<file path="config.mk">
export PLATFORM = sky130hd
export DESIGN_NAME = print_tx
export DESIGN_NICKNAME = d
export VERILOG_FILES = /design/src/rtl/dcp_pkg.sv /design/src/rtl/hex2ascii.sv /design/src/rtl/print_tx.sv
export SDC_FILE = /design/constraint.sdc
export NUM_CORES = 1
export LEC_CHECK = 0
export ABC_AREA = 1
export CORE_ASPECT_RATIO = 0.8
export CORE_MARGIN = 4
export CORE_UTILIZATION = 56
export DETAILED_ROUTE_END_ITERATION = 8
export PLACE_DENSITY_LB_ADDON = 0.08
export SLEW_MARGIN = 20
export SYNTH_ARGS = -nofsm -noshare
export SYNTH_HDL_FRONTEND = slang
export SYNTH_SLANG_ARGS = --single-unit
</file>
<file path="constraint.sdc">
create_clock -name clk -period 3.2 [get_ports clk]
set_input_delay 0.32 -clock clk [delete_from_list [all_inputs] [get_ports clk]]
set_output_delay 0.32 -clock clk [all_outputs]
set_load 0.02 [all_outputs]
</file>
<file path="src/rtl/dcp_pkg.sv">
// Shared definitions for the serial debug unit: print type codes, ASCII constants
// and the print_tx state encoding.
package dcp_pkg;

  localparam logic [1:0] PT_CHAR = 2'b00;
  localparam logic [1:0] PT_BYTE = 2'b01;
  localparam logic [1:0] PT_WORD = 2'b10;

  localparam logic [7:0] ASC_SP = 8'h20;
  localparam logic [7:0] ASC_CR = 8'h0D;
  localparam logic [7:0] ASC_LF = 8'h0A;

  typedef enum logic [1:0] {
    ST_IDLE = 2'b00,
    ST_SEND = 2'b01,
    ST_DONE = 2'b10
  } pt_state_t;

endpackage

</file>
<file path="src/rtl/hex2ascii.sv">
// Nibble to uppercase ASCII hex digit; purely combinational, no handshake.
module hex2ascii (
  input  logic [3:0] nib,
  output logic [7:0] asc
);

  always_comb begin
    asc = 8'h00;
    if (nib < 4'd10) asc = 8'h30 + {4'h0, nib};
    else             asc = 8'h37 + {4'h0, nib};  // 'A' - 10
  end

endmodule

</file>
<file path="src/rtl/print_tx.sv">
// Formats a char/byte/word as uppercase hex (+ optional suffix) onto a byte stream.
// First byte one cycle after acceptance, no bubbles; rdy_tx low stalls with d_tx held.
module print_tx
  import dcp_pkg::*;
#(
  parameter bit SEP_EN = 1'b1
) (
  input  logic        clk,
  input  logic        rst,
  input  logic        req_tx,
  input  logic [1:0]  type_tx,
  input  logic [31:0] dout_tx,
  input  logic [7:0]  sep_tx,
  output logic        ack_tx,
  output logic        busy_tx,
  input  logic        rdy_tx,
  output logic [7:0]  d_tx,
  output logic        vld_tx
);

  pt_state_t   state;
  logic [31:0] shreg;
  logic [3:0]  cnt;
  logic [7:0]  sep_q;
  logic        sep_sent;

  logic [3:0]  first_nib;
  logic [7:0]  first_asc;
  logic [7:0]  next_asc;
  logic        xfer;
  logic        last_xfer;

  // A byte value is left-aligned in the shift register so both widths read the top nibble.
  assign first_nib = (type_tx == PT_BYTE) ? dout_tx[7:4] : dout_tx[31:28];
  assign xfer      = vld_tx && rdy_tx;
  assign last_xfer = sep_sent || (cnt == 4'd1 && sep_q == 8'h00);

  hex2ascii u_hex_first (
    .nib (first_nib),
    .asc (first_asc)
  );

  hex2ascii u_hex_next (
    .nib (shreg[27:24]),
    .asc (next_asc)
  );

  always_ff @(posedge clk) begin
    if (rst) begin
      state    <= ST_IDLE;
      shreg    <= 32'h0;
      cnt      <= 4'd0;
      sep_q    <= 8'h00;
      sep_sent <= 1'b0;
      d_tx     <= 8'h00;
      vld_tx   <= 1'b0;
      ack_tx   <= 1'b0;
      busy_tx  <= 1'b0;
    end else begin
      ack_tx <= 1'b0;
      case (state)
        ST_IDLE: begin
          if (req_tx) begin
            state    <= ST_SEND;
            vld_tx   <= 1'b1;
            busy_tx  <= 1'b1;
            sep_sent <= 1'b0;
            sep_q    <= SEP_EN ? sep_tx : 8'h00;
            case (type_tx)
              PT_CHAR: begin
                shreg <= {dout_tx[7:0], 24'h0};
                cnt   <= 4'd1;
                d_tx  <= dout_tx[7:0];
              end
              PT_BYTE: begin
                shreg <= {dout_tx[7:0], 24'h0};
                cnt   <= 4'd2;
                d_tx  <= first_asc;
              end
              default: begin
                shreg <= dout_tx;
                cnt   <= 4'd8;
                d_tx  <= first_asc;
              end
            endcase
          end
        end
        ST_SEND: begin
          if (xfer) begin
            if (last_xfer) begin
              state  <= ST_DONE;
              vld_tx <= 1'b0;
              d_tx   <= 8'h00;
              ack_tx <= 1'b1;
            end else if (cnt > 4'd1) begin
              shreg <= shreg << 4;
              cnt   <= cnt - 4'd1;
              d_tx  <= next_asc;
            end else begin
              d_tx     <= sep_q;
              sep_sent <= 1'b1;
            end
          end
        end
        ST_DONE: begin
          state   <= ST_IDLE;
          busy_tx <= 1'b0;
        end
        default: state <= ST_IDLE;
      endcase
    end
  end

endmodule

</file>
==> results of run 1 <==
## sequential cells by signal, indices dropped and copies added, names as in the netlist
| name | cells |
|---|---|
| d_tx | 8 |
| state | 2 |
| cnt | 4 |
| ack_tx | 1 |
| shreg | 28 |
| busy_tx | 1 |
| vld_tx | 1 |
| sep_q | 8 |
| sep_sent | 1 |
## power by group through the flow
stage / combinational [W] / clock, W / sequential (W)
6_report: 0.00140 / 0.000469 / 0.000975
5_1_grt: 0.00159 / 0.000508 / 0.000997
4_1_cts: 0.00139 / 0.000474 / 0.000973
3_5_place_dp: 0.00137 / 0 / 0.000985
3_3_place_gp: 0.00134 / 0 / 0.000979
2_1_floorplan: 0.000971 / 0 / 0.00100
## routing by layer
metal / track usage / part of all wire / vias up
met5: 0 / 0 / -
met4: 0.0512 / 0.0082 / 0
met3: 0.0639 / 0.091 / 9
met2: 0.409 / 0.44 / 145
met1: 0.352 / 0.46 / 1404
li1: - / - / 1641
## per-stage QoR
step | hold WS (ns) | utilization | area (µm²)
after detailed placement | 0.452 | 0.706 | 3600
after floorplan | 0.436 | - | 2990
after global routing | 0.504 | 0.729 | 3710
after CTS | 0.465 | 0.729 | 3710
final | 0.466 | 0.729 | 3710
after global placement | 0.448 | 0.706 | 3600
## worst max-delay path by stage
stage | start | end | slack (ns) | cells after the start
2_1_floorplan | cnt[0] | shreg[1] | 1.62 | 11
3_3_place_gp | type_tx[1] | d_tx[4] | 0.97 | 12
3_5_place_dp | type_tx[1] | d_tx[1] | 0.84 | 11
4_1_cts | cnt[0] | shreg[12] | 0.93 | 11
5_1_grt | cnt[0] | cnt[0] | 0.63 | 12
6_report | cnt[0] | shreg[25] | 0.89 | 12
## final cells by class
| type | count | area, µm² |
|---|---|---|
| Tap cell | 62 | 77.6 |
| Clock inverter | 3 | 43.8 |
| Timing Repair Buffer | 64 | 633 |
| Sequential cell | 54 | 1080 |
| Multi-Input combinational cell | 357 | 1590 |
| Clock buffer | 5 | 68.8 |
| Fill cell | 422 | 1380 |
| Inverter | 58 | 218 |
## synth_stat cells (all sizes together)
| cell type | n |
|---|---|
| a21boi | 1 |
| ha | 4 |
| buf | 8 |
| clkbuf | 14 |
| nand3 | 26 |
| inv | 58 |
| nor2 | 89 |
| nand4 | 14 |
| xnor2 | 1 |
| a21oi | 19 |
| or2 | 2 |
| dfxtp | 54 |
| nor3 | 3 |
| o22ai | 3 |
| o21ai | 49 |
| a31oi | 2 |
| nand3b | 1 |
| nor2b | 4 |
| nand2 | 139 |
## worst reg2reg max path: stages, from the launching register on
cell and delay (ns):
sky130_fd_sc_hd__dfxtp_1 0.37, sky130_fd_sc_hd__inv_1 0.10, sky130_fd_sc_hd__ha_1 0.24, sky130_fd_sc_hd__inv_1 0.07, sky130_fd_sc_hd__nand2_1 0.05, sky130_fd_sc_hd__nand2_1 0.29
sky130_fd_sc_hd__nor2_1 0.13, sky130_fd_sc_hd__inv_1 0.11, sky130_fd_sc_hd__nand3_2 0.34, sky130_fd_sc_hd__buf_12 0.32, sky130_fd_sc_hd__nand2_1 0.08, sky130_fd_sc_hd__nand2_1 0.05
sky130_fd_sc_hd__nor2_1 0.11
## cell families after synthesis
family | synth area share
XOR/XNOR | 0.00293
adder cells (fa/ha/maj) | 0.0168
buffers and inverters | 0.106
flip-flops | 0.362
AND/OR/NAND/NOR | 0.386
AO/OA/AOI/OAI | 0.127
==> results_dict.tcl, run 1 <==
set metrics [dict create \
    worst-setup-path-type "flop to flop" \
    rr_startpoint "cnt[0]" \
    row_count 23 \
    track_usage 0.256 \
    cts-hold-fix-buffers 0 \
    cp-start-kind "flop" \
    wirelength_mm 7.97 \
    netSwitchingFraction 0.428 \
    initial_utilization 0.586 \
    globalRoute.totalOverflow 0 \
    worst-r2r-setup-slack_ns 0.89 \
    fp.dieArea_um2 6570 \
    syn_to_final_growth_pct 24.3 \
    yosys_warnings 0 \
    power.internal_w 0.00162 \
    cts_sinks 54 \
    drt_drc_violations_left 0 \
    grt_setup_unrepaired "false" \
    power_density_normalized_to_cell_area_nw_per_um2 766 \
    syn-cell-area_um2 2990 \
    drtPass1Iterations 5 \
    slew_viol_final 0 \
    worstHoldPathCells 2 \
    num_vias 3199 \
    report.final.hold_viol_count 0 \
    postCtsSetupBuffers 0 \
    slew_headroom 0.548 \
    number_of_global_route_vias_before_repair 2964 \
    core_footprint_um2 5090 \
    worst_setup_end_kind "flop" \
    nets_final 590 \
    synth.area.top_cells "sky130_fd_sc_hd__dfxtp_1 36%, sky130_fd_sc_hd__nand2_1 17%, sky130_fd_sc_hd__nor2_1 11%" \
    clock.fmax_mhz 433 \
    post-dp-hpwl_mm 5.85 \
    grt_max_degree 37 \
    rr_endpoint "shreg[25]" \
    synthesis.nets 541 \
    antenna_cells 0 \
    max-clock-path-buffers 2 \
    worst_slew_pin_slew_ns 0.677 \
    holdCritStartpoint "shreg[23]" \
    cp.required_ns 3.46 \
    syn-instance-count 491 \
    most-common-layout-cells "138 x sky130_fd_sc_hd__nand2_1, 87 x sky130_fd_sc_hd__nor2_1, 56 x sky130_fd_sc_hd__clkdlybuf4s50_1" \
    layout_min_cycle_time_ns 2.31 \
    cts_tree "done" \
    worst_path_max_delay_cell "sky130_fd_sc_hd__dfxtp_1" \
    tritoncts.num_buffers 5 \
    dpl.cell_count 595 \
    yosysSeqAreaShare 0.362 \
    tns_ns 0 \
    clkSlewWorstSetupHoldPaths_ns 0.10 \
    synth_cell_types 26 \
    mostFrequentLayoutCell "sky130_fd_sc_hd__nand2_1" \
    die_w_um 89.6 \
    class_of_the_most_critical_hold_timing_path "flop to flop" \
    design.portCount 57 \
    drtAntennaViolNets 0 \
    floorplan.die.height_um 73.3 \
    post_drt_via_cell_ratio 5.31 \
    syn_area_per_cell_um2 6.08 \
    grt_pass1_wl_mm 13.3 \
    routedWlPerCell_um 13.2 \
    report.power.total_w 0.00284 \
    arrival_ns 2.57 \
    cpLargestDelayFamily "simple AND/OR/NAND/NOR gates" \
    critical_path_peak_fanout 36 \
    drt_iter0_markers 237 \
    hold_path_end "shreg[23]" \
    pre_cts_ws_ns 0.842 \
    max_stage_delay_ns 0.37 \
    gp_congestion 0.959 \
    port_buffers 56 \
    clock_insertion_delay_at_the_later_pin_of_the_skew_report_ns 0.31 \
    status "completed" \
    antenna_found_initial 0 \
    final.setup.worst_slack_ns 0.891 \
    finClkSkew_ns 0.00337 \
    area_share_of_the_largest_cell_type_after_synthesis 0.362 \
    power.leakage_nw 1.75 \
    power_frac_clock 0.165 \
    worst_ir_drop_vdd_uv 384 \
    post_route_cells_drive_above_1_share 0.0481 \
    worst-r2r-cell-count 12 \
    ffs_latches_synth 54 \
    post-synth-top-area-cell "sky130_fd_sc_hd__dfxtp_1" \
    count_of_non_filler_cells_in_the_finished_layout 603 \
    cts.htree.levels 2 \
    combinationalPowerShare 0.492 \
    cp_cell_instances "inv_1 -> ha_1 -> inv_1 -> nand2_1 -> nand2_1 -> nor2_1 -> inv_1 -> nand3_2 -> buf_12 -> nand2_1 -> nand2_1 -> nor2_1" \
    clk_root_buffer_cell "sky130_fd_sc_hd__clkbuf_8" \
    finalCritPeriodShare 0.722 \
    cp.buffers_inverters 4 \
    setup_viol_count_final 0 \
    maxCapViolCount 0 \
    crit_path_frequent_cell "sky130_fd_sc_hd__nand2_1" \
    postCtsResizedCells 0 \
    switchingPower_w 0.00122 \
    share_seq_of_total_power 0.343 \
]
Power figures use the tool's default switching activity.
==> run 2: changes to the inputs <==
- CORE_UTILIZATION: 56 -> 52
- clock period: 3.2 -> 2.3 ns (I/O delays scaled with it)
==> results_dict.tcl, run 2 (synthesized netlist as in run 1, its figures left out) <==
set metrics [dict create \
    slew_viol_final 0 \
    num_vias 3186 \
    power_frac_clock 0.148 \
    sequential_cell_area_um2 1080 \
    largest_register_ff_count 28 \
    grt_pass1_wl_mm 12.8 \
    holdCritStartpoint "shreg[22]" \
    worst-setup-path-type "flop to flop" \
    row_count 24 \
    share_seq_of_total_power 0.346 \
    drtAntennaViolNets 0 \
    fp.dieArea_um2 7030 \
    drtPass1Iterations 5 \
    cp.required_ns 2.51 \
    class_of_the_most_critical_hold_timing_path "flop to flop" \
    power.leakage_nw 1.77 \
    initial_utilization 0.543 \
    finClkSkew_ns 0.00913 \
    cts.htree.levels 2 \
    netSwitchingFraction 0.433 \
    fill_cells 505 \
    antenna_found_initial 0 \
    clock.fmax_mhz 531 \
    worst_path_max_delay_cell "sky130_fd_sc_hd__dfxtp_1" \
    report.final.hold_viol_count 0 \
    wirelength_mm 7.97 \
    hold_ws_ns 0.471 \
    cp-start-kind "flop" \
    worst_ir_drop_vdd_uv 589 \
    most-common-layout-cells "138 x sky130_fd_sc_hd__nand2_1, 87 x sky130_fd_sc_hd__nor2_1, 56 x sky130_fd_sc_hd__clkdlybuf4s50_1" \
    globalRoute.totalOverflow 0 \
    critical_path_peak_fanout 53 \
    status "completed" \
    core_footprint_um2 5500 \
    hold_path_end "shreg[22]" \
    worst-r2r-setup-slack_ns 0.42 \
    worst_setup_end_kind "flop" \
    clk_root_buffer_cell "sky130_fd_sc_hd__clkbuf_8" \
    reg_top3 "shreg x28, d_tx x8, sep_q x8" \
    slew_headroom 0.714 \
    max_stage_delay_ns 0.41 \
    port_buffers 56 \
    finalCritPeriodShare 0.818 \
    cts_tree "done" \
    grt_max_degree 54 \
    power_density_normalized_to_cell_area_nw_per_um2 1040 \
    crit_path_frequent_cell "sky130_fd_sc_hd__nand2_1" \
    drt_drc_violations_left 0 \
    gp_congestion 0.848 \
    most_flops_register "shreg" \
    postCtsResizedCells 0 \
    postCtsSetupBuffers 0 \
    setup_viol_count_final 0 \
    mostFrequentLayoutCell "sky130_fd_sc_hd__nand2_1" \
    design.portCount 57 \
    tritoncts.num_buffers 5 \
    multi_input_comb_area_um2 1590 \
    maxCapViolCount 0 \
    drt_iter0_markers 235 \
    clkSlewWorstSetupHoldPaths_ns 0.10 \
    arrival_ns 2.10 \
    syn_to_final_growth_pct 26.3 \
    combinationalPowerShare 0.506 \
    layout_min_cycle_time_ns 1.88 \
    cts_sinks 54 \
    grt_setup_unrepaired "false" \
    switchingPower_w 0.00169 \
    post_route_cells_drive_above_1_share 0.0602 \
    routedWlPerCell_um 12.7 \
    clock_insertion_delay_at_the_later_pin_of_the_skew_report_ns 0.32 \
    post-dp-hpwl_mm 5.86 \
    tns_ns 0 \
    rr_startpoint "state[0]" \
    nets_final 597 \
    cts-hold-fix-buffers 0 \
    worst-r2r-cell-count 12 \
    worstHoldPathCells 2 \
    track_usage 0.230 \
    max-clock-path-buffers 2 \
    worst_slew_pin_slew_ns 0.429 \
    rr_endpoint "shreg[1]" \
    cp_cell_instances "inv_2 -> nor2_4 -> nand2_1 -> nand2_1 -> inv_2 -> nand2_2 -> inv_2 -> nand3_2 -> buf_12 -> nand2_1 -> nand2_1 -> nor2_1" \
    number_of_global_route_vias_before_repair 2781 \
    antenna_cells 0 \
    post_drt_via_cell_ratio 5.09 \
    floorplan.die.height_um 75.8 \
    die_w_um 92.7 \
    power.internal_w 0.00222 \
]
## run 2: per-stage QoR
stage | power (W) | setup WS, ns | instances | util | instance area, µm²
after floorplan | 0.00274 | 0.725 | 491 | - | 2990
after detailed placement | 0.00332 | 0.206 | 618 | 0.668 | 3670
after CTS | 0.00391 | 0.434 | 626 | 0.686 | 3770
after global placement | 0.00327 | 0.190 | 618 | 0.668 | 3670
final | 0.00391 | 0.418 | 626 | 0.686 | 3770
after global routing | 0.00425 | 0.245 | 626 | 0.686 | 3770
## run 2: worst max-delay path by stage
stage | from | to | slack, ns | depth (start not counted)
floorplan | cnt[0] | shreg[1] | 0.72 | 11
global placement | type_tx[0] | d_tx[4] | 0.19 | 11
detailed placement | type_tx[0] | d_tx[4] | 0.21 | 11
CTS | state[0] | shreg[1] | 0.43 | 12
global route | state[0] | shreg[23] | 0.24 | 11
finish | state[0] | shreg[1] | 0.42 | 12
## run 2: area by class of cell
class / count / share of cell area
Tap cell: 78 / 0.0259
Clock inverter: 2 / 0.00431
Timing Repair Buffer: 71 / 0.182
Inverter: 58 / 0.0577
Multi-Input combinational cell: 357 / 0.422
Clock buffer: 6 / 0.0219
Sequential cell: 54 / 0.287
## run 2: power by group through the flow
stage	Clock, W	Sequential, W	Combinational [W]
3_3_place_gp	0	0.00136	0.00190
4_1_cts	0.000596	0.00135	0.00197
6_report	0.000579	0.00135	0.00198
2_1_floorplan	0	0.00139	0.00135
3_5_place_dp	0	0.00137	0.00195
5_1_grt	0.000630	0.00138	0.00224
## run 2: critical path, delay by kind of cell (launching register included)
family                 cells  cell delay (ns)
buffers and inverters      4             0.52
DFF                        1             0.41
and+or+nand+nor            8             0.83
## run 2: routing by layer
metal,vias up,GRT usage,share of wire
li1,1655,-,-
met1,1419,0.326,0.49
met2,105,0.357,0.42
met3,7,0.0444,0.074
met4,0,0.0699,0.0099
met5,-,0,0
==> run 3: changes to the inputs <==
- clock period: 2.3 -> 1.9 ns (I/O delays scaled with it)
==> results_dict.tcl, run 3 (synthesized netlist as in run 1, its figures left out) <==
set metrics [dict create \
    cp.required_ns 2.10 \
    post-dp-hpwl_mm 6.06 \
    report.final.hold_viol_count 0 \
    slew_headroom 0.704 \
    crit_path_frequent_cell "sky130_fd_sc_hd__nand2_1" \
    report.power.total_w 0.00477 \
    cp-start-kind "flop" \
    setup_viol_count_final 0 \
    worst-setup-path-type "flop to flop" \
    initial_utilization 0.543 \
    core_footprint_um2 5500 \
    globalRoute.totalOverflow 0 \
    cpLargestDelayFamily "simple AND/OR/NAND/NOR gates" \
    finalCritPeriodShare 0.894 \
    cts_sinks 54 \
    worstHoldPathCells 3 \
    cp_num_cells 12 \
    fp.dieArea_um2 7030 \
    class_of_the_most_critical_hold_timing_path "primary input to flop" \
    slew_viol_final 0 \
    most-common-layout-cells "137 x sky130_fd_sc_hd__nand2_1, 87 x sky130_fd_sc_hd__nor2_1, 56 x sky130_fd_sc_hd__clkdlybuf4s50_1" \
    critical_path.endpoint "shreg[0]" \
    grt_pass1_wl_mm 13.5 \
    floorplan.die.height_um 75.8 \
    drt_iter0_markers 209 \
    cts_tree "done" \
    finClkSkew_ns 0.00664 \
    power_density_normalized_to_cell_area_nw_per_um2 1250 \
    die_w_um 92.7 \
    rr_endpoint "shreg[0]" \
    design.portCount 57 \
    cp_cell_instances "inv_1 -> ha_1 -> inv_1 -> nor3_1 -> nand2_1 -> nand2_1 -> nand2_1 -> nand3_2 -> buf_12 -> nand2_1 -> nand2_1 -> nor2_1" \
    pre_cts_ws_ns -0.0551 \
    status "completed" \
    maxCapViolCount 0 \
    wirelength_mm 8.20 \
    count_of_non_filler_cells_in_the_finished_layout 632 \
    worst_ir_drop_vdd_uv 680 \
    largest_register_ff_count 28 \
    post_drt_via_cell_ratio 5.04 \
    reg_top3 "shreg x28, d_tx x8, sep_q x8" \
    port_buffers 56 \
    final.setup.worst_slack_ns 0.202 \
    nets_final 604 \
    cp.buffers_inverters 3 \
    antenna_cells 0 \
    worst-r2r-cell-count 12 \
    clkSlewWorstSetupHoldPaths_ns 0.10 \
    tritoncts.num_buffers 5 \
    clock.fmax_mhz 589 \
    syn_to_final_growth_pct 27.9 \
    tns_ns 0 \
    drt_drc_violations_left 0 \
    post_route_cells_drive_above_1_share 0.0704 \
    clk_root_buffer_cell "sky130_fd_sc_hd__clkbuf_8" \
    critical_path_peak_fanout 29 \
    cts-hold-fix-buffers 0 \
    number_of_global_route_vias_before_repair 2872 \
    antenna_found_initial 0 \
    routedWlPerCell_um 13.0 \
    grt_max_degree 30 \
    most_flops_register "shreg" \
    worst_slew_pin_slew_ns 0.441 \
    power.leakage_nw 1.80 \
    place_area_um2 3740 \
    track_usage 0.240 \
    layout_min_cycle_time_ns 1.70 \
    max-clock-path-buffers 2 \
    drtPass1Iterations 5 \
    critPathLaunch "cnt[1]" \
    final_design_area_no_fill_um2 3820 \
    gp_congestion 0.854 \
    worst_path_max_delay_cell "sky130_fd_sc_hd__dfxtp_1" \
    worst-r2r-setup-slack_ns 0.20 \
    max_stage_delay_ns 0.33 \
    drtAntennaViolNets 0 \
    num_vias 3184 \
    cts.htree.levels 2 \
    worst_setup_end_kind "flop" \
    arrival_ns 1.90 \
    rr_startpoint "cnt[1]" \
    row_count 24 \
    dpl.cell_count 625 \
    mostFrequentLayoutCell "sky130_fd_sc_hd__nand2_1" \
    grt_setup_unrepaired "false" \
    clock_insertion_delay_at_the_later_pin_of_the_skew_report_ns 0.31 \
]
[run 3: cell count changes in the layout (fill, tap and decap cells not counted)]
cell / before / now
sky130_fd_sc_hd__nand2_2: 1 / 2
sky130_fd_sc_hd__inv_6: 1 / 0
sky130_fd_sc_hd__clkbuf_8: 6 / 5
sky130_fd_sc_hd__clkbuf_1: 0 / 1
sky130_fd_sc_hd__nand2_1: 138 / 137
sky130_fd_sc_hd__buf_12: 1 / 2
sky130_fd_sc_hd__buf_4: 14 / 20
[run 3: where the power goes]
group          total, W  internal, W  switching [W]  leakage [nW]
combinational   0.00250     0.000980        0.00152          1.32
clock          0.000629     0.000254       0.000375        0.0373
sequential      0.00164      0.00147       0.000175         0.446
[run 3: how the worst min path moves through the flow]
stage | startpoint | end | slack (ns)
finish | sep_tx[2] | sep_q[2] | 0.45
global route | sep_tx[4] | sep_q[4] | 0.44
global placement | shreg[23] | shreg[23] | 0.44
detailed placement | shreg[23] | shreg[23] | 0.45
floorplan | sep_tx[0] | sep_q[0] | 0.32
CTS | sep_tx[2] | sep_q[2] | 0.45
[run 3: worst min-delay path, delay by kind of cell]
kind                   cells  cell delay [ns]
AND/OR/NAND/NOR            2             0.15
buffers and inverters      1             0.39
[run 3: area by class of cell]
type,instances,area [µm²]
multi-input combinational,357,1590
timing repair buffer,78,751
clock inverter,1,7.51
fill,506,1680
sequential,54,1080
inverter,58,218
clock buffer,6,72.6
tap,78,97.6
[run 3: metrics by stage]
step	hold slack, ns	utilization
3_3_place_gp	0.445	0.680
5_1_grt	0.445	0.695
3_5_place_dp	0.451	0.680
6_report	0.453	0.695
4_1_cts	0.452	0.694
2_1_floorplan	0.325	-
[run 3: repair_timing]
action                                  4_1_cts  5_1_grt
endpoints found under the setup margin        0        5
setup buffers                                 0        0
hold endpoints to repair                      0        0
gates resized for setup                       0        1
[run 3: per-layer routing]
layer | share of wire | track usage | up-vias
li1 | - | - | 1665
met1 | 0.49 | 0.342 | 1403
met2 | 0.43 | 0.380 | 105
met3 | 0.067 | 0.0405 | 11
met4 | 0.013 | 0.0699 | 0
met5 | 0 | 0 | -
